===== config.mk =====
export PLATFORM = sky130hd
export DESIGN_NAME = hazard_ctrl_flat
export DESIGN_NICKNAME = d
export VERILOG_FILES = /design/src/rtl/riscv_pkg.sv /design/src/rtl/hazard_ctrl_if.sv /design/src/rtl/fwd_sel.sv /design/src/rtl/hazard_ctrl.sv /design/src/flat_wrapper.sv
export SDC_FILE = /design/constraint.sdc
export NUM_CORES = 1
export LEC_CHECK = 0
export BUFFER_PORTS_ARGS = -buffer_cell sky130_fd_sc_hd__buf_2
export CAP_MARGIN = 30
export CORE_MARGIN = 3
export CORE_UTILIZATION = 36
export CTS_BUF_LIST = sky130_fd_sc_hd__clkbuf_2
export CTS_CLUSTER_SIZE = 12
export DETAILED_ROUTE_END_ITERATION = 12
export PLACE_DENSITY = 0.82
export SLEW_MARGIN = 5
export SYNTH_ARGS = -nofsm -noshare
export SYNTH_HDL_FRONTEND = slang
export SYNTH_HIERARCHICAL = 1
export SYNTH_SLANG_ARGS = --single-unit

===== constraint.sdc =====
create_clock -name clk -period 1.3 [get_ports clk]
set_input_delay 0.065 -clock clk [delete_from_list [all_inputs] [get_ports clk]]
set_output_delay 0.065 -clock clk [all_outputs]
set_load 0.02 [all_outputs]

===== src/rtl/riscv_pkg.sv =====
// Shared pipeline definitions: hazard FSM states and operand forward-select codes.
package riscv_pkg;

  typedef enum logic {
    StIdle,
    StMcBusy
  } hz_state_e;

  localparam logic [1:0] FWD_RF  = 2'b00;
  localparam logic [1:0] FWD_WB  = 2'b01;
  localparam logic [1:0] FWD_MEM = 2'b10;

endpackage


===== src/rtl/hazard_ctrl_if.sv =====
// Pipeline <-> hazard unit signals. master = pipeline/MUL-DIV side, slave = hazard_ctrl.
interface hazard_ctrl_if #(
    parameter int unsigned REG_ADDR_W = 5
);
    logic [REG_ADDR_W-1:0] rs1D, rs2D;
    logic [REG_ADDR_W-1:0] rs1E, rs2E, rdE;
    logic                  ResultSrcE0;
    logic                  PCSrcE;
    logic [REG_ADDR_W-1:0] rdM, rdW;
    logic                  RegWriteM, RegWriteW;
    logic                  mc_reqE, mc_done;
    logic                  StallF, StallD, StallE;
    logic                  FlushD, FlushE, FlushM;
    logic [1:0]            ForwardAE, ForwardBE;
    logic                  mc_start;

    modport master (
        output rs1D, rs2D, rs1E, rs2E, rdE, ResultSrcE0, PCSrcE,
        output rdM, rdW, RegWriteM, RegWriteW, mc_reqE, mc_done,
        input  StallF, StallD, StallE, FlushD, FlushE, FlushM,
        input  ForwardAE, ForwardBE, mc_start
    );

    modport slave (
        input  rs1D, rs2D, rs1E, rs2E, rdE, ResultSrcE0, PCSrcE,
        input  rdM, rdW, RegWriteM, RegWriteW, mc_reqE, mc_done,
        output StallF, StallD, StallE, FlushD, FlushE, FlushM,
        output ForwardAE, ForwardBE, mc_start
    );
endinterface


===== src/rtl/fwd_sel.sv =====
// Operand forward select for one Execute source: Memory beats Writeback, x0 never forwards.
module fwd_sel
    import riscv_pkg::*;
#(
    parameter int unsigned REG_ADDR_W = 5
) (
    input  logic [REG_ADDR_W-1:0] rs_i,
    input  logic [REG_ADDR_W-1:0] rd_m_i,
    input  logic                  reg_write_m_i,
    input  logic [REG_ADDR_W-1:0] rd_w_i,
    input  logic                  reg_write_w_i,
    output logic [1:0]            fwd_o
);
    always_comb begin
        fwd_o = FWD_RF;
        if (reg_write_m_i && (rd_m_i != '0) && (rd_m_i == rs_i)) begin
            fwd_o = FWD_MEM;
        end else if (reg_write_w_i && (rd_w_i != '0) && (rd_w_i == rs_i)) begin
            fwd_o = FWD_WB;
        end
    end
endmodule


===== src/rtl/hazard_ctrl.sv =====
// Pipeline hazard unit: MUL/DIV FSM, stall/flush priority, forwarding.
// Define HAZARD_PERF_CNT_EN to add the stall_cnt performance counter output.
module hazard_ctrl
    import riscv_pkg::*;
#(
    parameter int unsigned REG_ADDR_W = 5,
    parameter int unsigned CNT_W      = 32
) (
    input  logic             clk,
    input  logic             rst_n,
    hazard_ctrl_if.slave     hz
`ifdef HAZARD_PERF_CNT_EN
    ,
    output logic [CNT_W-1:0] stall_cnt
`endif
);
    hz_state_e state_q, state_d;
    logic      mc_stall, load_use;

    always_ff @(posedge clk or negedge rst_n) begin
        if (!rst_n) state_q <= StIdle;
        else        state_q <= state_d;
    end

    assign load_use = hz.ResultSrcE0 && (hz.rdE != '0) &&
                      ((hz.rdE == hz.rs1D) || (hz.rdE == hz.rs2D));

    always_comb begin
        state_d     = state_q;
        mc_stall    = 1'b0;
        hz.mc_start = 1'b0;
        hz.StallF   = 1'b0;
        hz.StallD   = 1'b0;
        hz.StallE   = 1'b0;
        hz.FlushD   = 1'b0;
        hz.FlushE   = 1'b0;
        hz.FlushM   = 1'b0;

        unique case (state_q)
            StIdle: begin
                if (hz.mc_reqE && !hz.PCSrcE) begin
                    mc_stall    = 1'b1;
                    hz.mc_start = 1'b1;
                    state_d     = StMcBusy;
                end
            end
            StMcBusy: begin
                // Stalls release in the done cycle so the result advances on this edge.
                if (hz.mc_done) state_d = StIdle;
                else            mc_stall = 1'b1;
            end
            default: state_d = StIdle;
        endcase

        if (mc_stall) begin
            hz.StallF = 1'b1;
            hz.StallD = 1'b1;
            hz.StallE = 1'b1;
            hz.FlushM = 1'b1;
        end else if (hz.PCSrcE) begin
            hz.FlushD = 1'b1;
            hz.FlushE = 1'b1;
        end else if (load_use) begin
            hz.StallF = 1'b1;
            hz.StallD = 1'b1;
            hz.FlushE = 1'b1;
        end
    end

    fwd_sel #(.REG_ADDR_W(REG_ADDR_W)) u_fwd_a (
        .rs_i          (hz.rs1E),
        .rd_m_i        (hz.rdM),
        .reg_write_m_i (hz.RegWriteM),
        .rd_w_i        (hz.rdW),
        .reg_write_w_i (hz.RegWriteW),
        .fwd_o         (hz.ForwardAE)
    );

    fwd_sel #(.REG_ADDR_W(REG_ADDR_W)) u_fwd_b (
        .rs_i          (hz.rs2E),
        .rd_m_i        (hz.rdM),
        .reg_write_m_i (hz.RegWriteM),
        .rd_w_i        (hz.rdW),
        .reg_write_w_i (hz.RegWriteW),
        .fwd_o         (hz.ForwardBE)
    );

`ifdef HAZARD_PERF_CNT_EN
    logic [CNT_W-1:0] stall_cnt_q, stall_cnt_d;

    assign stall_cnt_d = hz.StallF ? stall_cnt_q + 1'b1 : stall_cnt_q;

    always_ff @(posedge clk or negedge rst_n) begin
        if (!rst_n) stall_cnt_q <= '0;
        else        stall_cnt_q <= stall_cnt_d;
    end

    assign stall_cnt = stall_cnt_q;
`endif
endmodule


===== src/flat_wrapper.sv =====
// flat-port wrapper written by rule: the top's interface ports become plain ports
module hazard_ctrl_flat import riscv_pkg::*;
#(
    parameter int unsigned REG_ADDR_W = 5,
    parameter int unsigned CNT_W      = 32
)
  (clk, rst_n, hz_rs1D, hz_rs2D, hz_rs1E, hz_rs2E, hz_rdE, hz_ResultSrcE0, hz_PCSrcE, hz_rdM, hz_rdW, hz_RegWriteM, hz_RegWriteW, hz_mc_reqE, hz_mc_done, hz_StallF, hz_StallD, hz_StallE, hz_FlushD, hz_FlushE, hz_FlushM, hz_ForwardAE, hz_ForwardBE, hz_mc_start);
  hazard_ctrl_if #(.REG_ADDR_W(REG_ADDR_W)) hz_i ();
  input  logic clk;
  input  logic rst_n;
  input wire logic [$bits(hz_i.rs1D)-1:0] hz_rs1D;
  input wire logic [$bits(hz_i.rs2D)-1:0] hz_rs2D;
  input wire logic [$bits(hz_i.rs1E)-1:0] hz_rs1E;
  input wire logic [$bits(hz_i.rs2E)-1:0] hz_rs2E;
  input wire logic [$bits(hz_i.rdE)-1:0] hz_rdE;
  input wire logic [$bits(hz_i.ResultSrcE0)-1:0] hz_ResultSrcE0;
  input wire logic [$bits(hz_i.PCSrcE)-1:0] hz_PCSrcE;
  input wire logic [$bits(hz_i.rdM)-1:0] hz_rdM;
  input wire logic [$bits(hz_i.rdW)-1:0] hz_rdW;
  input wire logic [$bits(hz_i.RegWriteM)-1:0] hz_RegWriteM;
  input wire logic [$bits(hz_i.RegWriteW)-1:0] hz_RegWriteW;
  input wire logic [$bits(hz_i.mc_reqE)-1:0] hz_mc_reqE;
  input wire logic [$bits(hz_i.mc_done)-1:0] hz_mc_done;
  output wire logic [$bits(hz_i.StallF)-1:0] hz_StallF;
  output wire logic [$bits(hz_i.StallD)-1:0] hz_StallD;
  output wire logic [$bits(hz_i.StallE)-1:0] hz_StallE;
  output wire logic [$bits(hz_i.FlushD)-1:0] hz_FlushD;
  output wire logic [$bits(hz_i.FlushE)-1:0] hz_FlushE;
  output wire logic [$bits(hz_i.FlushM)-1:0] hz_FlushM;
  output wire logic [$bits(hz_i.ForwardAE)-1:0] hz_ForwardAE;
  output wire logic [$bits(hz_i.ForwardBE)-1:0] hz_ForwardBE;
  output wire logic [$bits(hz_i.mc_start)-1:0] hz_mc_start;
  assign hz_i.rs1D = hz_rs1D;
  assign hz_i.rs2D = hz_rs2D;
  assign hz_i.rs1E = hz_rs1E;
  assign hz_i.rs2E = hz_rs2E;
  assign hz_i.rdE = hz_rdE;
  assign hz_i.ResultSrcE0 = hz_ResultSrcE0;
  assign hz_i.PCSrcE = hz_PCSrcE;
  assign hz_i.rdM = hz_rdM;
  assign hz_i.rdW = hz_rdW;
  assign hz_i.RegWriteM = hz_RegWriteM;
  assign hz_i.RegWriteW = hz_RegWriteW;
  assign hz_i.mc_reqE = hz_mc_reqE;
  assign hz_i.mc_done = hz_mc_done;
  assign hz_StallF = hz_i.StallF;
  assign hz_StallD = hz_i.StallD;
  assign hz_StallE = hz_i.StallE;
  assign hz_FlushD = hz_i.FlushD;
  assign hz_FlushE = hz_i.FlushE;
  assign hz_FlushM = hz_i.FlushM;
  assign hz_ForwardAE = hz_i.ForwardAE;
  assign hz_ForwardBE = hz_i.ForwardBE;
  assign hz_mc_start = hz_i.mc_start;
  hazard_ctrl #(.REG_ADDR_W(REG_ADDR_W), .CNT_W(CNT_W)) u_core (.clk(clk), .rst_n(rst_n), .hz(hz_i));
endmodule

==> metrics.md, run 1 <==
| Metric | Value |
|---|---|
| Status | `complete, no violations` |
| Largest regs | `u_core/state_q: 1 flops` |
| Clk_lat worst skew | `0 ps` |
| Die height | `44.2 µm` |
| Design area | `853 µm²` |
| Post-synth top flop | `dfrtp_1` |
| Initial DRC count | `5` |
| Crit path DAT | `1200 ps` |
| Max Cap Viol | `0` |
| Largest register by flop count | `u_core/state_q` |
| Area Growth Syn to Fin | `62.8%` |
| Placer Congestion | `0.834` |
| # port buffers | `53` |
| CTS clk-pin slew, worst paths | `0 ps` |
| Initial core utilization | `0.393` |
| CP required | `1240 ps` |
| Final hold violation count | `0` |
| Most common cell in the synthesized netlist | `xor2_1` |
| Detailed-route wire length per cell | `12.9 µm` |
| CP peak stage delay | `500 ps` |
| Slew HR | `0.799` |
| LEAKAGE | `0.418 nW` |
| Peak Freq | `789 MHz` |
| Largest net degree at the start of global routing | `6` |
| Die area | `1950 µm²` |
| First-pass DRT Iterations | `4` |
| Antenna Nets Post-Route | `0` |
| Crit Path Max Fanout | `3` |
| Top-area cell type share of the netlist area | `0.267` |
| Total track usage | `0.170` |
| Total Power | `0.000349 W` |
| Drt via density | `5.01` |
| Hpwl dp | `1590 µm` |
| Post-synthesis register bit count | `1` |
| RSZ-0062 raised after global routing | `no` |
| Syn Std Cell Area | `524 µm²` |
| Most used cell along the critical path | `buf_2` |
| N_diodes | `0` |
| Synth top cells by count | `16 x xor2_1, 10 x xnor2_1, 6 x nor3_1` |
| Num rows | `13` |
| Final net count | `166` |
| Share of cells above drive strength 1 | `0.554` |
| Post-Route WL | `1750 µm` |
| Dominant cell type by area after synthesis | `xor2_1` |
| Measured slew at the worst slew-check pin | `298 ps` |
| CP Cell Sequence | `buf_2 -> or4_4 -> o21ai_2 -> nand2b_4 -> o21bai_4 -> buf_2` |
| Setup crit start kind | `primary input` |
| Ports | `54` |
| Initial antenna violation count | `0` |
| Min-Delay Path Class | `primary input to async pin` |
| YS warnings | `6` |
| Vias in the first global route | `623` |
| Largest delay share family, worst path | `simple AND/OR/NAND/NOR gates` |
| Post-synthesis sequential area ratio | `0.0477` |
| Max reg flops | `1` |
| Slew Viols, Final | `0` |
| Crit. End Element | `primary output` |
| Global route overflow | `0` |
| CORE AREA | `1330 µm²` |
| PD cells | `409 nW/µm²` |
| Top post-synthesis cells by area | `xor2_1 27%, xnor2_1 17%, o41ai_2 6.2%, nor3_1 5.7%, a211oi_2 4.8%` |
| Mapped Cells | `68` |
| Final core occ | `0.640` |
| Fin crit share | `0.975` |
| Area after DPL | `831 µm²` |
| Die Wd | `44.2 µm` |
| Post-synth EDFFs | `0` |
| Syn_nets | `111` |
| Clock Skew | `0 ps` |
| Setup CP Type | `primary input to primary output` |
| Vias | `682` |
| Setup TNS Final | `0 ps` |
| Async S/R FF share, synth | `1.00` |
| Syn Area/Cell | `7.71 µm²` |
| Setup-failing EPs final | `0` |
| Global-route wire length before repair | `2670 µm` |
| CP max-delay cell | `or4_4` |
| Bufs and invs on worst path | `2` |
| Synth unique cells | `21` |
| Post-layout min period | `1270 ps` |
| Setup Buffers After CTS | `0` |
| Worst ir drop on vdd | `0.156 mV` |
| Drt drc | `0` |
==> placed cells by master (no fill, tap or decap), drive strengths merged <==
cell type | synthesis | routed
a211oi | 2 | 2
a21oi | 2 | 2
a22oi | 1 | 1
buf | 2 | 54
dfrtp | 1 | 1
dlygate4sd3 | 0 | 1
inv | 1 | 1
nand2 | 5 | 5
nand2b | 3 | 3
nand3 | 4 | 4
nor2 | 4 | 4
nor3 | 8 | 8
nor3b | 1 | 1
nor4 | 2 | 2
o21ai | 1 | 1
o21bai | 1 | 1
o31ai | 1 | 1
o41ai | 2 | 2
or4 | 1 | 1
xnor2 | 10 | 10
xor2 | 16 | 16
==> logic make-up (layout without fill, tap and decap cells) <==
group,count (synthesis),count (layout),synth area share
AO/OA/AOI/OAI,10,10,0.189
flip-flops,1,1,0.0477
buffers and inverters,3,56,0.0358
AND/OR/NAND/NOR,28,28,0.294
XOR/XNOR,26,26,0.434
==> power breakdown <==
group          switching (W)  total [W]  internal [W]
clock                      0          0             0
sequential        0.00000377  0.0000390     0.0000352
combinational       0.000164   0.000310      0.000146
==> path summary, 6_finish.rpt <==
check	startpoint	end	slack [ps]	depth (start not counted)
max	hz_rdE[2]	hz_StallD	30	6
min	rst_n	u_core/state_q	380	2
max reg2reg	u_core/state_q	u_core/state_q	480	2
min reg2reg	u_core/state_q	u_core/state_q	640	2
max in group asynchronous	rst_n	u_core/state_q	840	2
min in group clk	hz_mc_done	u_core/state_q	430	3
==> final cells by class <==
class | count | area [µm²]
inverters | 1 | 3.75
well taps | 15 | 18.8
fillers | 119 | 480
flip-flops and latches | 1 | 25.0
repair buffers | 55 | 283
multi-input cells | 64 | 523
==> routing by layer <==
layer  GRT usage  share of wire  wire length [µm]  vias to the layer above
met4           0              0                 0                        0
met5           0              0                 0                        -
met3     0.00407          0.041                71                        0
met1       0.226           0.41               719                      314
li1            -              -                 -                      347
met2       0.320           0.55               959                       21
==> repair_timing <==
| action | CTS | global route |
|---|---|---|
| hold buffers | 1 | 0 |
| hold endpoints to repair | 1 | 0 |
| gates resized for setup | 0 | 2 |
| setup endpoints to repair | 0 | 3 |
==> stage by stage <==
stage          setup WS [ps]  hold WS (ps)  instances
2_1_floorplan          -12.5          -231         68
3_3_place_gp            37.1          -159        135
3_5_place_dp            11.9          -158        135
4_1_cts                 11.0           383        136
5_1_grt                0.173           389        136
6_report                33.1           377        136
Power figures use the tool's default switching activity.
==> run 2: changes to the inputs <==
Settings changed: CORE_UTILIZATION 36 to 35, HOLD_SLACK_MARGIN set to 0.06, SYNTH_HIERARCHICAL 1 to unset.
==> run 2 against run 1 <==
  * The run now ends with negative setup slack left
  * Clock skew stayed put
  * Global-route usage is 3.4 points higher
  * Cell count is 5.9% higher
  * Synthesized area is 7.4% lower
  * Register-to-register slack hardly changed
  * Routed wire length is 43% higher
  * Design area is 25% higher
  * Combinational power is 30% higher
  * Die area is 4.1% lower
  * Sequential share of layout area is 0.58 points lower
  * Synthesized cell count is 10% lower
==> metrics.md, run 2 <==
| Metric | Value |
|---|---|
| Final net count | `175` |
| Vias | `758` |
| Compound-Gate Fraction of Synth Area | `0.0851` |
| Syn_nets | `104` |
| CTS clk-pin slew, worst paths | `0 ps` |
| Syn Std Cell Area | `485 µm²` |
| Post-synthesis register bit count | `1` |
| Reg-to-reg slack, setup | `470 ps` |
| Ports | `54` |
| Die area | `1870 µm²` |
| Post-synth top flop | `dfrtp_1` |
| Post-layout min period | `1400 ps` |
| Drt via density | `5.26` |
| Synth unique cells | `21` |
| Initial core utilization | `0.404` |
| Status | `finished, violations left` |
| Crit path DAT | `1340 ps` |
| Slew HR | `0.784` |
| RSZ-0062 raised after global routing | `yes` |
| Non-filler cells, final | `144` |
| Number of cells after detailed placement | `142` |
| Post-Route WL | `2500 µm` |
| Mapped Cells | `61` |
| Hpwl dp | `1590 µm` |
| Placer Congestion | `0.876` |
| Peak Freq | `713 MHz` |
| Setup WS pre-CTS | `-171 ps` |
| Post-synthesis sequential area ratio | `0.0515` |
| Syn Area/Cell | `7.96 µm²` |
| # port buffers | `53` |
| Clk_lat worst skew | `0 ps` |
| Commonest non-fill, non-tap cell in the layout | `buf_2` |
| Top-area cell type share of the netlist area | `0.397` |
| Clock Skew | `0 ps` |
| Antenna Nets Post-Route | `0` |
| Initial DRC count | `16` |
| Final setup margin | `-102 ps` |
| Largest net degree at the start of global routing | `6` |
| Drt drc | `0` |
| Final hold violation count | `0` |
| Dominant cell type by area after synthesis | `xor2_1` |
| Detailed-route wire length per cell | `17.4 µm` |
| Final core occ | `0.886` |
| Total track usage | `0.204` |
| Main combinational cell family by area after synthesis | `XOR/XNOR gates` |
| Largest register by flop count | `u_core.state_q` |
| N_diodes | `0` |
| Post-synthesis mux area share | `0` |
| LEAKAGE | `0.527 nW` |
| Max reg flops | `1` |
| Min-Delay Path Class | `primary input to async pin` |
| Setup-failing EPs final | `2` |
| Adder-Cell Fraction of Synth Area | `0` |
| Simple-gate area share of the yosys netlist | `0.284` |
| First-pass DRT Iterations | `4` |
| Setup crit start kind | `primary input` |
| Area Growth Syn to Fin | `119%` |
| Measured slew at the worst slew-check pin | `321 ps` |
| Die height | `43.2 µm` |
| Top post-synthesis cells by area | `xor2_1 40%, xnor2_1 14%, dfrtp_1 5.2%, nor4_2 5.2%, or4_1 4.6%` |
| CP required | `1240 ps` |
| Share of cells above drive strength 1 | `0.669` |
| XOR/XNOR Fraction of Synth Area | `0.541` |
| Worst ir drop on vdd | `0.330 mV` |
| Synth top cells by count | `22 x xor2_1, 8 x xnor2_1, 4 x nor3_1` |
| Num rows | `12` |
| Crit. End Element | `primary output` |
| Setup CP Type | `primary input to primary output` |
| Failing checks | `negative setup slack` |
| PD cells | `414 nW/µm²` |
| Vias in the first global route | `693` |
| Initial antenna violation count | `0` |
| Slew Viols, Final | `0` |
| Largest regs | `u_core.state_q: 1 flops` |
| Max Cap Viol | `0` |
| Post-synth EDFFs | `0` |
| Most common cell in the synthesized netlist | `xor2_1` |
| Async S/R FF share, synth | `1.00` |
| Crit Path Max Fanout | `2` |
| Most frequent cells in the layout | `42 x buf_2, 22 x xor2_1, 20 x buf_4` |
| R2R depth | `2` |
| Fin crit share | `1.08` |
| RR Endpoint | `u_core.state_q` |
| Reg2reg start | `u_core.state_q` |
| Global route overflow | `0` |
| Global-route wire length before repair | `3010 µm` |
| CORE AREA | `1200 µm²` |
| Die Wd | `43.2 µm` |
| YS warnings | `0` |
[run 2: changes by cell type in the layout (fill, tap and decap cells not counted), moves of 4 or more]
cell / before / now
xor2_1: 16 / 22
nand2_1: 5 / 1
buf_6: 0 / 8
buf_4: 1 / 20
buf_2: 53 / 42
nor3_1: 6 / 1
[run 2: worst max-delay path, cell delays in order]
cell	delay, ps
buf_6	90
or4_4	540
o21ai_4	220
nor4_4	80
nor3_2	180
buf_4	160
[run 2: repair_timing]
action | in CTS | in global routing
pin swaps | 8 | 5
endpoints found under the hold margin | 1 | 0
buffers inserted | 0 | 1
endpoints found under the setup margin | 6 | 6
hold buffers | 1 | 0
resized for setup | 12 | 14
[run 2: logic make-up after synthesis]
logic type	Yosys count
compound gates	6
xor+xnor	30
buf+inv	3
flops	1
simple gates	21
[run 2: worst max-delay path by stage]
stage / startpoint / endpoint / slack (ps) / depth (start not counted)
2_1_floorplan: u_core.state_q / hz_StallF / -80 / 4
3_5_place_dp: hz_rdW[1] / hz_ForwardBE[0] / -170 / 6
6_report: hz_rdM[1] / hz_ForwardAE[0] / -100 / 6
5_1_grt: hz_rdW[4] / hz_ForwardBE[0] / -120 / 5
3_3_place_gp: hz_rdW[1] / hz_ForwardBE[0] / -130 / 6
4_1_cts: hz_rs2E[1] / hz_ForwardBE[0] / -60 / 5
[run 2: area by class of cell]
cell class / count / area (µm²)
Inverter: 1 / 3.75
Fill cell: 61 / 136
Sequential cell: 1 / 25.0
Timing Repair Buffer: 71 / 460
Tap cell: 14 / 17.5
Multi-Input combinational cell: 57 / 558
[run 2: stage by stage]
stage	total power, W	instance area (µm²)	hold slack (ps)	TNS [ps]
detailed placement	0.000363	916	-159	-417
floorplan	0.000202	528	-231	-79.9
global route	0.000468	1060	449	-285
CTS	0.000389	988	379	-103
finish	0.000441	1060	401	-186
global placement	0.000353	916	-160	-240
[run 2: where the power goes]
part,internal [W],switching [W],total (W)
combinational,0.000203,0.000199,0.000402
clock,0,0,0
sequential,0.0000352,0.00000397,0.0000392
[run 2: layer usage]
layer | up-vias | global-route usage | wire length [µm]
met4 | 0 | 0.0422 | 128
met3 | 10 | 0.00424 | 91
met2 | 32 | 0.410 | 1390
met1 | 367 | 0.229 | 893
met5 | - | 0 | 0
li1 | 349 | - | -
